**src/rtl/instruction_fetch_pkg.sv**
```systemverilog
// Shared state encoding for the instruction fetch sequencer.
package instruction_fetch_pkg;

    localparam int STATE_W = 2;

    typedef enum logic [STATE_W-1:0] {
        IDLE  = 2'd0,
        FETCH = 2'd1,
        DONE  = 2'd2
    } fetch_state_t;

endpackage

```
**src/rtl/fetch_fifo.sv**
```systemverilog
// First-word-fall-through prefetch FIFO; head shows the oldest entry while not empty.
module fetch_fifo #(
    parameter  int DATA_WIDTH = 32,
    parameter  int FIFO_DEPTH = 4,
    localparam int PTR_W      = $clog2(FIFO_DEPTH)
) (
    input  logic                  clk,
    input  logic                  reset,
    input  logic                  push,
    input  logic [DATA_WIDTH-1:0] push_data,
    input  logic                  pop,
    output logic [DATA_WIDTH-1:0] head,
    output logic                  empty,
    output logic [PTR_W:0]        occupancy
);

    logic [DATA_WIDTH-1:0] mem [FIFO_DEPTH];
    logic [PTR_W-1:0]      rd_ptr;
    logic [PTR_W-1:0]      wr_ptr;

    always_ff @(posedge clk) begin
        if (reset) begin
            rd_ptr    <= '0;
            wr_ptr    <= '0;
            occupancy <= '0;
        end else begin
            if (push) wr_ptr <= wr_ptr + PTR_W'(1);
            if (pop)  rd_ptr <= rd_ptr + PTR_W'(1);
            occupancy <= occupancy + (PTR_W+1)'(push) - (PTR_W+1)'(pop);
        end
    end

    // Storage needs no reset: entries are only visible once pushed.
    always_ff @(posedge clk) begin
        if (push) mem[wr_ptr] <= push_data;
    end

    assign head  = mem[rd_ptr];
    assign empty = (occupancy == '0);

endmodule

```
**src/rtl/instruction_fetch.sv**
```systemverilog
// Streams a block of instruction words from imem port B to the decoder.
// Optional FETCH_PERF_CNT_EN adds a saturating stall-cycle counter output.
module instruction_fetch
    import instruction_fetch_pkg::*;
#(
    parameter int DATA_WIDTH = 32,
    parameter int ADDR_WIDTH = 11,
    parameter int FIFO_DEPTH = 4,
    parameter int COUNT_W    = ADDR_WIDTH + 1
) (
    input  logic                  clk,
    input  logic                  reset,
    input  logic                  start,
    input  logic [ADDR_WIDTH-1:0] start_addr,
    input  logic [COUNT_W-1:0]    inst_count,
    output logic                  busy,
    output logic                  done,
    output logic                  imem_read_req,
    output logic [ADDR_WIDTH-1:0] imem_read_addr,
    input  logic [DATA_WIDTH-1:0] imem_read_data,
    output logic                  inst_valid,
    output logic [DATA_WIDTH-1:0] inst_data,
    input  logic                  inst_ready
`ifdef FETCH_PERF_CNT_EN
    ,output logic [31:0]          perf_stall_cycles
`endif
);

    localparam int PTR_W = $clog2(FIFO_DEPTH);

    fetch_state_t          state, state_nxt;
    logic [COUNT_W-1:0]    count_q;
    logic [COUNT_W-1:0]    issued_cnt;
    logic [COUNT_W-1:0]    accepted_cnt;
    logic                  inflight;
    logic                  pop;
    logic                  accept_start;
    logic                  fifo_empty;
    logic [PTR_W:0]        occupancy;
    logic [PTR_W:0]        projected;
    logic [DATA_WIDTH-1:0] fifo_head;

    fetch_fifo #(
        .DATA_WIDTH (DATA_WIDTH),
        .FIFO_DEPTH (FIFO_DEPTH)
    ) u_fifo (
        .clk       (clk),
        .reset     (reset),
        .push      (inflight),
        .push_data (imem_read_data),
        .pop       (pop),
        .head      (fifo_head),
        .empty     (fifo_empty),
        .occupancy (occupancy)
    );

    assign accept_start = (state == IDLE) && start;
    assign inst_valid   = !fifo_empty;
    assign inst_data    = fifo_empty ? '0 : fifo_head;
    assign pop          = inst_valid && inst_ready;
    assign busy         = (state != IDLE);
    assign done         = (state == DONE);

    // Slots the FIFO will hold after this cycle, counting the read already in flight.
    assign projected = occupancy + (PTR_W+1)'(inflight) - (PTR_W+1)'(pop);

    always_comb begin
        state_nxt     = state;
        imem_read_req = 1'b0;
        case (state)
            IDLE: begin
                if (start) state_nxt = (inst_count == '0) ? DONE : FETCH;
            end
            FETCH: begin
                imem_read_req = (issued_cnt < count_q) &&
                                (projected < (PTR_W+1)'(FIFO_DEPTH));
                // Leave on the last accept so done lands one cycle after it.
                if (accepted_cnt + COUNT_W'(pop) == count_q) state_nxt = DONE;
            end
            DONE:    state_nxt = IDLE;
            default: state_nxt = IDLE;
        endcase
    end

    always_ff @(posedge clk) begin
        if (reset) begin
            state          <= IDLE;
            count_q        <= '0;
            issued_cnt     <= '0;
            accepted_cnt   <= '0;
            imem_read_addr <= '0;
            inflight       <= 1'b0;
        end else begin
            state    <= state_nxt;
            inflight <= imem_read_req;
            if (accept_start) begin
                count_q        <= inst_count;
                issued_cnt     <= '0;
                accepted_cnt   <= '0;
                imem_read_addr <= start_addr;
            end else begin
                if (imem_read_req) begin
                    issued_cnt     <= issued_cnt + COUNT_W'(1);
                    imem_read_addr <= imem_read_addr + ADDR_WIDTH'(1);
                end
                if (pop && state == FETCH) accepted_cnt <= accepted_cnt + COUNT_W'(1);
            end
        end
    end

`ifdef FETCH_PERF_CNT_EN
    always_ff @(posedge clk) begin
        if (reset || accept_start) begin
            perf_stall_cycles <= '0;
        end else if (state == FETCH && inst_valid && !inst_ready &&
                     perf_stall_cycles != 32'hFFFF_FFFF) begin
            perf_stall_cycles <= perf_stall_cycles + 32'd1;
        end
    end
`endif

endmodule
```
**config.mk**
```make
export PLATFORM = sky130hd
export DESIGN_NAME = instruction_fetch
export DESIGN_NICKNAME = d
export VERILOG_FILES = /design/src/rtl/instruction_fetch_pkg.sv /design/src/rtl/fetch_fifo.sv /design/src/rtl/instruction_fetch.sv
export SDC_FILE = /design/constraint.sdc
export NUM_CORES = 1
export LEC_CHECK = 0
export CAP_MARGIN = 20
export CORE_MARGIN = 2
export CORE_UTILIZATION = 40
export DETAILED_ROUTE_END_ITERATION = 7
export PLACE_DENSITY = 0.69
export SKIP_CTS_REPAIR_TIMING = 1
export SLEW_MARGIN = 20
export SYNTH_ARGS = -nofsm -noshare
export SYNTH_HDL_FRONTEND = slang
export SYNTH_SLANG_ARGS = --single-unit
export TNS_END_PERCENT = 20
```
**constraint.sdc**
```tcl
create_clock -name clk -period 18.1 [get_ports clk]
set_clock_uncertainty 0.15 [all_clocks]
set_input_delay 5.43 -clock clk [delete_from_list [all_inputs] [get_ports clk]]
set_output_delay 5.43 -clock clk [all_outputs]
set_load 0.05 [all_outputs]
```
Word level (Yosys, flattened, before mapping)
Memory sizes are Yosys's and may differ from the RTL's. A register that Yosys moved wholly into a read port is not among the register bits.
Index checks and enable logic that the tools add are counted.
{"block": "word_totals", "ff_bits": 57, "ram_bits": 128, "output_inout_bits": 47, "elab_cells": 49, "mem_count": 1}
{"memory": "u_fifo.mem", "words": 4, "width": 32, "rd": 1, "rd_clocked_by_memory_dff": 1, "wr": 1, "line_no": "fetch_fifo.sv:17", "text": "logic [DATA_WIDTH-1:0] mem [FIFO_DEPTH];"}
{"block": "classes", "add_sub_neg": 8, "magnitude_cmp": 2, "n_eq_ne": 5, "n_mux": 12, "reduce_logical": 12}
{"cell": "$mux 32", "n": 1}
{"cell": "$add 12x1->12 const B", "n": 2}
{"cell": "$mux 11", "n": 2}
{"cell": "$add 12x1->12", "n": 1}
{"cell": "$eq 12x12->1", "n": 1}
{"cell": "$logic_not 12->1", "n": 1}
{"cell": "$lt 12x12->1", "n": 1}
{"cell": "$add 11x1->11 const B", "n": 1}
{"cell": "$mux 2", "n": 5}
{"cell": "$add 2x1->2 const B", "n": 2}
{"cell": "$logic_and 1x1->1", "n": 4}
{"cell": "$ne 2x2->1 const B", "n": 2}
{"cell": "$pmux 2 s2", "n": 1}
{"cell": "$reduce_bool 2->1", "n": 2}
{"cell": "$add 3x1->3", "n": 1}
{"cell": "$logic_not 3->1", "n": 1}
{"cell": "$lt 3x3->1 const B", "n": 1}
{"cell": "$mux 1", "n": 3}
{"cell": "$sub 3x1->3", "n": 1}
{"cell": "$eq 2x1->1 const B", "n": 1}
{"cell": "$eq 2x2->1 const B", "n": 1}
{"cell": "$logic_not 2->1", "n": 1}
{"cell": "$reduce_and 2->1", "n": 1}
{"cell": "$reduce_or 2->1", "n": 1}
{"cell": "$logic_not 1->1", "n": 1}

Longest topological paths before layout
Gate-level depths: netlist (run 1).
{"block": "depth", "depth_word": 9, "depth_mapped": 14, "depth_no_buf": 13}

Modules after synthesis
Synthesis (run 1) repeated with hierarchy kept, for this count alone.
{"block": "hier_totals", "cells_unflattened": 627, "hier_area_um2": 8353.0}
{"module": "fetch_fifo", "instances": 1, "cells_per_inst": 208, "area_per_inst_um2": 5091.1, "seq_area_each_um2": 4023.9}
{"module": "instruction_fetch", "instances": 1, "cells_per_inst": 419, "area_per_inst_um2": 3261.9, "seq_area_each_um2": 1001.0}

Worst setup path after synthesis (run 1)
Ideal clock, no wire load.
{"block": "synth_timing", "path_kind": "input to output", "start": "input port inst_ready", "end": "output port imem_read_req", "arrival_time_ns": 7.936, "t_required_ns": 12.520, "path_slack_ns": 4.584, "stages": 10, "path_buffers": 0, "cell_sequence": "and2_1 > ha_1 > inv_1 > ha_1 > fa_1 > xnor2_1 > xnor2_1 > a2111oi_4 > o21ai_2 > inv_1"}
{"block": "synth_between", "elab_chain_cells": 5}
{"element": "from (decl)", "line_no": "instruction_fetch.sv:23", "text": "input logic inst_ready"}
{"element": "$logic_and 1x1->1", "line_no": "instruction_fetch.sv:60", "text": "assign pop = inst_valid && inst_ready;"}
{"element": "$sub 3x1->3", "line_no": "instruction_fetch.sv:65", "text": "assign projected = occupancy + (PTR_W+1)'(inflight) - (PTR_W+1)'(pop);"}
{"element": "$lt 3x3->1", "line_no": "instruction_fetch.sv:76", "text": "(projected < (PTR_W+1)'(FIFO_DEPTH));"}
{"element": "$logic_and 1x1->1", "line_no": "instruction_fetch.sv:75", "text": "imem_read_req = (issued_cnt < count_q) &&"}
{"element": "$mux 1", "line_no": "instruction_fetch.sv:70", "text": "case (state)"}
{"element": "to (decl)", "line_no": "instruction_fetch.sv:18", "text": "output logic imem_read_req,"}
Every way passes these cells.

Worst setup path in the final report (run 1)
Same ends and word-level chain as after synthesis.

==> impl_metrics.tcl, run 1 <==
set metrics [dict create \
    reg2reg_from "u_fifo.occupancy[0]$_SDFF_PP0_" \
    io_pins 106 \
    arrival_ns 9.45 \
    ant_nets 0 \
    drv_slew 0 \
    grt_max_degree 37 \
    leakage_nw 3.32 \
    synth_async_sr_flop_share 0 \
    multi_input_area_sq_um 2910 \
    synth_enable_flop_cells 128 \
    cts_made_buffers 17 \
    syn_area_per_cell_sq_um 13.6 \
    power_density_nw_per_um2 137 \
    reg2reg_slack_ns 13.91 \
    n_fill_cell 1767 \
    hold_depth 2 \
    rsz0062_at_grt "false" \
    die_x_um 146 \
    synth_fa_ha_area_frac 0.0364 \
    crit_path_top_delay_cell "clkdlybuf4s50_1" \
    cp_max_fo 19 \
    core_area_sq_um 20000 \
    overflow 0 \
    insertion_delay_ns 0.43 \
    first_global_vias 5156 \
    layout_min_cycle_time_ns 15.03 \
    grt.met1_usage 0.200 \
    die_h_um 146 \
    synth_xor_area_frac 0.0432 \
    final_nets 781 \
    worstReg2RegEnd "imem_read_addr[7]$_SDFFE_PP0P_" \
    design_power_total_mw 1.37 \
    clock-root-buffer "clkbuf_16" \
    synth_seq_area_share 0.620 \
    syn_to_final_growth_pct 23.7 \
    routedWlPerCell_um 16.6 \
    io_buffers 105 \
    yosys.area_share.simple 0.119 \
    seq_area_sq_um 5030 \
    slowest_delay_ns 0.83 \
    syn_area_sq_um 8110 \
    tightest_slew_ns 0.966 \
    setup_viol 0 \
    hpwl_mm 10.6 \
    antenna_found_initial 0 \
    h-tree-depth 4 \
    firstDrtPassIters 4 \
    drt_iter0_markers 293 \
    critPathLaunch "inst_ready" \
    num_rows 52 \
    min_period_over_period 0.831 \
    path_cells "clkdlybuf4s50_1 -> and2_1 -> ha_1 -> inv_1 -> ha_1 -> fa_1 -> xnor2_1 -> xnor2_1 -> a2111oi_4 -> o21ai_2 -> inv_1 -> clkdlybuf4s50_1" \
    worstRegToRegCells 12 \
    crit_family "buffers and inverters" \
    final_core_util 0.501 \
    synth_mux_area_frac 0.0913 \
    worstSetupPathType "primary input to output pin" \
    clock.fmax_mhz 66.5 \
    drc 0 \
    synth_compound_area_frac 0.0673 \
    cp_num_cells 12 \
    worst-path-buf-inv 4 \
    grtUsageMet3 0.0381 \
    cts_tree "done" \
    drive_gt1_frac 0.112 \
    vias 5087 \
    initial_core_util 0.405 \
    cap_violations 0 \
    ys.flop_type "edfxtp_1" \
    cts_sinks 187 \
    synth_cells 598 \
    end_kind "output pin" \
    grt.met2_usage 0.267 \
    relSlewSlack 0.356 \
    ys_warn_count 0 \
    setup_tns_ns 0 \
    grtUsageTotal 0.156 \
    clk_pin_slew_ns 0.08 \
    status "finished clean" \
    post_drt_via_cell_ratio 5.18 \
    synthesis.nets 680 \
    synth_seq_cells 187 \
    synth_cell_types 45 \
    die-area_sq_um 21400 \
    grt-busiest-layer "met2" \
    synth_top_family_by_area "simple AND/OR/NAND/NOR gates" \
    routabilityCongestion 0.817 \
    drt-total-wl_mm 16.3 \
    cp.required_ns 12.52 \
    start_kind "primary input" \
    grt_pass1_wl_mm 26.5 \
    clock_path_buffers 2 \
    peakVddDrop_mv 0.0800 \
    setup.worst_path.end "imem_read_req" \
    hold_path.class "flop to flop" \
    final_hold_viol_count 0 \
    antenna_cells 0 \
]
placed cells by master, fill, tap and decap left out, types with 6 or more instances in the layout:
| cell type | instances |
|---|---|
| a211oi_1 | 6 |
| a21oi_1 | 26 |
| and2_1 | 33 |
| and3_1 | 11 |
| clkbuf_16 | 17 |
| clkdlybuf4s50_1 | 105 |
| dfxtp_1 | 57 |
| edfxtp_1 | 128 |
| ha_1 | 22 |
| inv_1 | 22 |
| inv_8 | 7 |
| mux4_2 | 32 |
| nand2_1 | 41 |
| nand3_1 | 10 |
| nand4_1 | 9 |
| nor2_1 | 40 |
| nor4_1 | 6 |
| o211ai_1 | 8 |
| o21ai_0 | 12 |
| or3_1 | 11 |
| xnor2_1 | 25 |
| xor2_1 | 15 |
where the power goes:
part           internal (mW)  total, mW  switching (mW)
clock network          0.199      0.373           0.175
logic                  0.189      0.492           0.302
registers              0.485      0.505          0.0209
total                  0.873       1.37           0.498
cells in the mapped netlist, drive strengths merged, types with 15 or more instances:
cell / number / area share
mux4: 32 / 0.089
xnor2: 25 / 0.027
nand2: 41 / 0.019
dfxtp: 59 / 0.15
inv: 22 / 0.010
ha: 22 / 0.034
a21oi: 26 / 0.016
nor2: 40 / 0.019
edfxtp: 128 / 0.47
clkbuf: 23 / 0.011
and2: 37 / 0.029
xor2: 15 / 0.016
final cells by class:
class                      instances  area share
clock buffer                      18      0.0428
clock inverter                    14      0.0168
inverter                          22     0.00823
multi-input combinational        362       0.290
sequential                       187       0.501
tap                              270      0.0337
timing repair buffer             109       0.108
state kept, by name (all words and copies together), names as in the netlist, 2 cells and up, named ones only:
| register | cells |
|---|---|
| u_fifo.occupancy | 3 |
| u_fifo.rd_ptr | 2 |
| count_q | 12 |
| u_fifo.wr_ptr | 2 |
| u_fifo.mem | 128 |
| issued_cnt | 12 |
| state | 2 |
| accepted_cnt | 12 |
| imem_read_addr | 11 |
tightest hold or removal path: stages, from the launching register on:
cell and delay, ns:
dfxtp_1 0.33, nand2_1 0.06, a21oi_1 0.05
worst min-delay path by stage:
stage               slack, ns                    start                       to
floorplan                0.31  count_q[5]$_SDFFE_PP0P_  count_q[5]$_SDFFE_PP0P_
global placement         0.33  count_q[2]$_SDFFE_PP0P_  count_q[2]$_SDFFE_PP0P_
detailed placement       0.33  count_q[2]$_SDFFE_PP0P_  count_q[2]$_SDFFE_PP0P_
CTS                      0.34  count_q[2]$_SDFFE_PP0P_  count_q[2]$_SDFFE_PP0P_
global route             0.37  count_q[2]$_SDFFE_PP0P_  count_q[2]$_SDFFE_PP0P_
finish                   0.34  count_q[2]$_SDFFE_PP0P_  count_q[2]$_SDFFE_PP0P_
stage by stage:
stage / cell area [sq um] / instances / setup WS [ns] / hold WS (ns)
floorplan: 8110 / 598 / 4.58 / 0.311
detailed placement: 9430 / 950 / 3.07 / 0.329
finish: 10000 / 982 / 3.07 / 0.336
global placement: 9430 / 950 / 3.17 / 0.327
CTS: 10000 / 982 / 3.05 / 0.340
global route: 10000 / 982 / 2.87 / 0.368
per-layer routing:
metal | part of all wire | vias to the layer above
met5 | 0 | -
met4 | 0.0092 | 0
met1 | 0.46 | 2535
met3 | 0.041 | 11
met2 | 0.49 | 110
li1 | - | 2431
cells by family (layout without fill, tap and decap cells):
family | Yosys count | count (layout)
simple gates | 188 | 188
flops | 187 | 187
buf+inv | 49 | 163
compound gates | 77 | 77
mux | 34 | 34
fa+ha+maj | 23 | 23
xor+xnor | 40 | 40
Power figures use the tool's default switching activity.
==> inputs of run 2 (changes only) <==
==> constraint.sdc (replaced) <==
create_clock -name clk -period 14 [get_ports clk]
set_clock_uncertainty 0.15 [all_clocks]
set_input_delay 4.2 -clock clk [delete_from_list [all_inputs] [get_ports clk]]
set_output_delay 4.2 -clock clk [all_outputs]
set_load 0.05 [all_outputs]
==> run 2 against run 1 <==
  * Cell count grew 0.10%
  * Global-route usage shrank 0.066 points
  * First-iteration DRC count shrank 7.8%
  * Non-clock buffer count stayed put
  * Flip-flop and latch count unchanged
  * Clock power increased by 20%
  * Hold slack better by 0.0029 ns
  * Combinational power grew 29%
  * Sequential share of layout area rose by 0.20 points
  * Total power up 27%
  * Routed wire length decreased by 1.1%
  * Largest power group unchanged
==> impl_metrics.tcl, run 2 (synthesis gave the netlist of run 1 again) <==
set metrics [dict create \
    layout_min_cycle_time_ns 12.59 \
    cts_sinks 187 \
    worstSetupPathType "primary input to output pin" \
    io_buffers 105 \
    drt_iter0_markers 270 \
    holdWs_ns 0.339 \
    layout_commonest_cell "edfxtp_1" \
    drive_gt1_frac 0.111 \
    h-tree-depth 4 \
    power_density_nw_per_um2 174 \
    insertion_delay_ns 0.43 \
    p_int_mw 1.10 \
    die-area_sq_um 21400 \
    end_kind "output pin" \
    swShare 0.365 \
    vias 5133 \
    routabilityCongestion 0.821 \
    firstDrtPassIters 4 \
    worstHoldStart "count_q[2]$_SDFFE_PP0P_" \
    reg2reg_slack_ns 9.82 \
    grt_pass1_wl_mm 26.3 \
    pwr-share-comb 0.366 \
    clock-root-buffer "clkbuf_16" \
    arrival_ns 8.24 \
    drc 0 \
    num_rows 52 \
    final_nets 781 \
    setup_tns_ns 0 \
    grt_max_degree 37 \
    cts_made_buffers 17 \
    cp.required_ns 9.65 \
    cap_violations 0 \
    final_hold_viol_count 0 \
    whs_endpoint "count_q[2]$_SDFFE_PP0P_" \
    die_x_um 146 \
    syn_to_final_growth_pct 23.2 \
    clk_pin_slew_ns 0.07 \
    switching_power_mw 0.634 \
    antenna_found_initial 0 \
    cts_tree "done" \
    seqPwrFrac 0.376 \
    start_kind "primary input" \
    cp_max_fo 19 \
    overflow 0 \
    worstRegToRegCells 12 \
    clock_path_buffers 2 \
    die_h_um 146 \
    first_global_vias 5156 \
    status "finished clean" \
    setup_viol 0 \
    drt-total-wl_mm 16.1 \
    peakVddDrop_mv 0.0864 \
    top_register "u_fifo.mem" \
    routedWlPerCell_um 16.4 \
    reg2reg_from "u_fifo.occupancy[0]$_SDFF_PP0_" \
    ant_nets 0 \
    initial_core_util 0.405 \
    final_cell_mix "edfxtp_1 (128), clkdlybuf4s50_1 (105), dfxtp_1 (57)" \
    hold_path.class "flop to flop" \
    largest_reg_flops 128 \
    rsz0062_at_grt "false" \
    tightest_slew_ns 0.968 \
    clockPowerShare 0.258 \
    core_area_sq_um 20000 \
    post_drt_via_cell_ratio 5.22 \
    relSlewSlack 0.355 \
    min_period_over_period 0.899 \
    worstReg2RegEnd "issued_cnt[6]$_SDFFE_PP0P_" \
    drv_slew 0 \
    hpwl_mm 10.5 \
    grtUsageTotal 0.155 \
    hold_depth 2 \
    leakage_nw 3.29 \
    n_fill_cell 1767 \
    clock.fmax_mhz 79.4 \
    io_pins 106 \
]
## run 2: cell count changes in the layout (fill, tap and decap cells not counted), sizes merged
| cell | before | now |
|---|---|---|
| bufinv | 1 | 0 |
| clkbuf | 18 | 17 |
| clkinvlp | 0 | 3 |
| diode | 0 | 1 |
| inv | 30 | 29 |
## run 2: power groups by stage
stage	logic, mW	registers, mW	clock network (mW)
2_1_floorplan	0.437	0.670	0
3_3_place_gp	0.637	0.664	0
3_5_place_dp	0.643	0.667	0
4_1_cts	0.644	0.654	0.463
5_1_grt	0.675	0.658	0.484
6_report	0.636	0.654	0.449
## run 2: critical path, stage by stage
cell	delay (ns)
clkdlybuf4s50_1	0.45
and2_1	0.21
ha_1	0.29
inv_1	0.04
ha_1	0.18
fa_1	0.38
xnor2_1	0.19
xnor2_1	0.15
a2111oi_4	0.68
o21ai_2	0.38
inv_1	0.24
clkdlybuf4s50_1	0.84
## run 2: layout make-up
| class | instances | area [sq um] | share of cell area |
|---|---|---|---|
| Clock buffer | 17 | 425 | 0.0426 |
| Antenna cell | 1 | 2.50 | 0.000250 |
| Inverter | 22 | 82.6 | 0.00826 |
| Timing Repair Buffer | 109 | 1080 | 0.108 |
| Sequential cell | 187 | 5030 | 0.503 |
| Multi-Input combinational cell | 362 | 2910 | 0.291 |
| Clock inverter | 15 | 130 | 0.0130 |
| Tap cell | 270 | 338 | 0.0338 |
## run 2: through the flow
step / power (mW) / worst slack [ns] / std cells / instance area, sq um / utilization
after floorplan: 1.11 / 2.94 / 598 / 8110 / -
after global placement: 1.30 / 1.52 / 950 / 9430 / 0.471
after detailed placement: 1.31 / 1.43 / 950 / 9430 / 0.471
after CTS: 1.76 / 1.42 / 982 / 9990 / 0.499
after global routing: 1.82 / 1.18 / 982 / 9990 / 0.499
final: 1.74 / 1.41 / 983 / 9990 / 0.499
## run 2: worst max path at each step
stage | start | endpoint | slack, ns | depth (start not counted)
global placement | inst_ready | imem_read_req | 1.52 | 12
finish | inst_ready | imem_read_req | 1.41 | 12
global route | inst_ready | imem_read_req | 1.18 | 12
detailed placement | inst_ready | imem_read_req | 1.43 | 12
CTS | inst_ready | imem_read_req | 1.42 | 12
floorplan | inst_ready | imem_read_req | 2.94 | 10
## run 2: per-layer routing
| layer | vias to the layer above | wire length, um | global-route usage |
|---|---|---|---|
| li1 | 2428 | - | - |
| met4 | 0 | 297 | 0.0568 |
| met2 | 147 | 7820 | 0.260 |
| met1 | 2533 | 7190 | 0.201 |
| met3 | 25 | 778 | 0.0328 |
| met5 | - | 0 | 0 |
==> inputs of run 3 (changes only) <==
--- a/config.mk
+++ b/config.mk
@@ -5,6 +5,7 @@
 export SDC_FILE = /design/constraint.sdc
 export NUM_CORES = 1
 export LEC_CHECK = 0
+export ABC_AREA = 0
 export CAP_MARGIN = 20
 export CORE_MARGIN = 2
 export CORE_UTILIZATION = 40
==> results of run 3 <==
Final layout, timing and power as in run 2 (identical DEF).
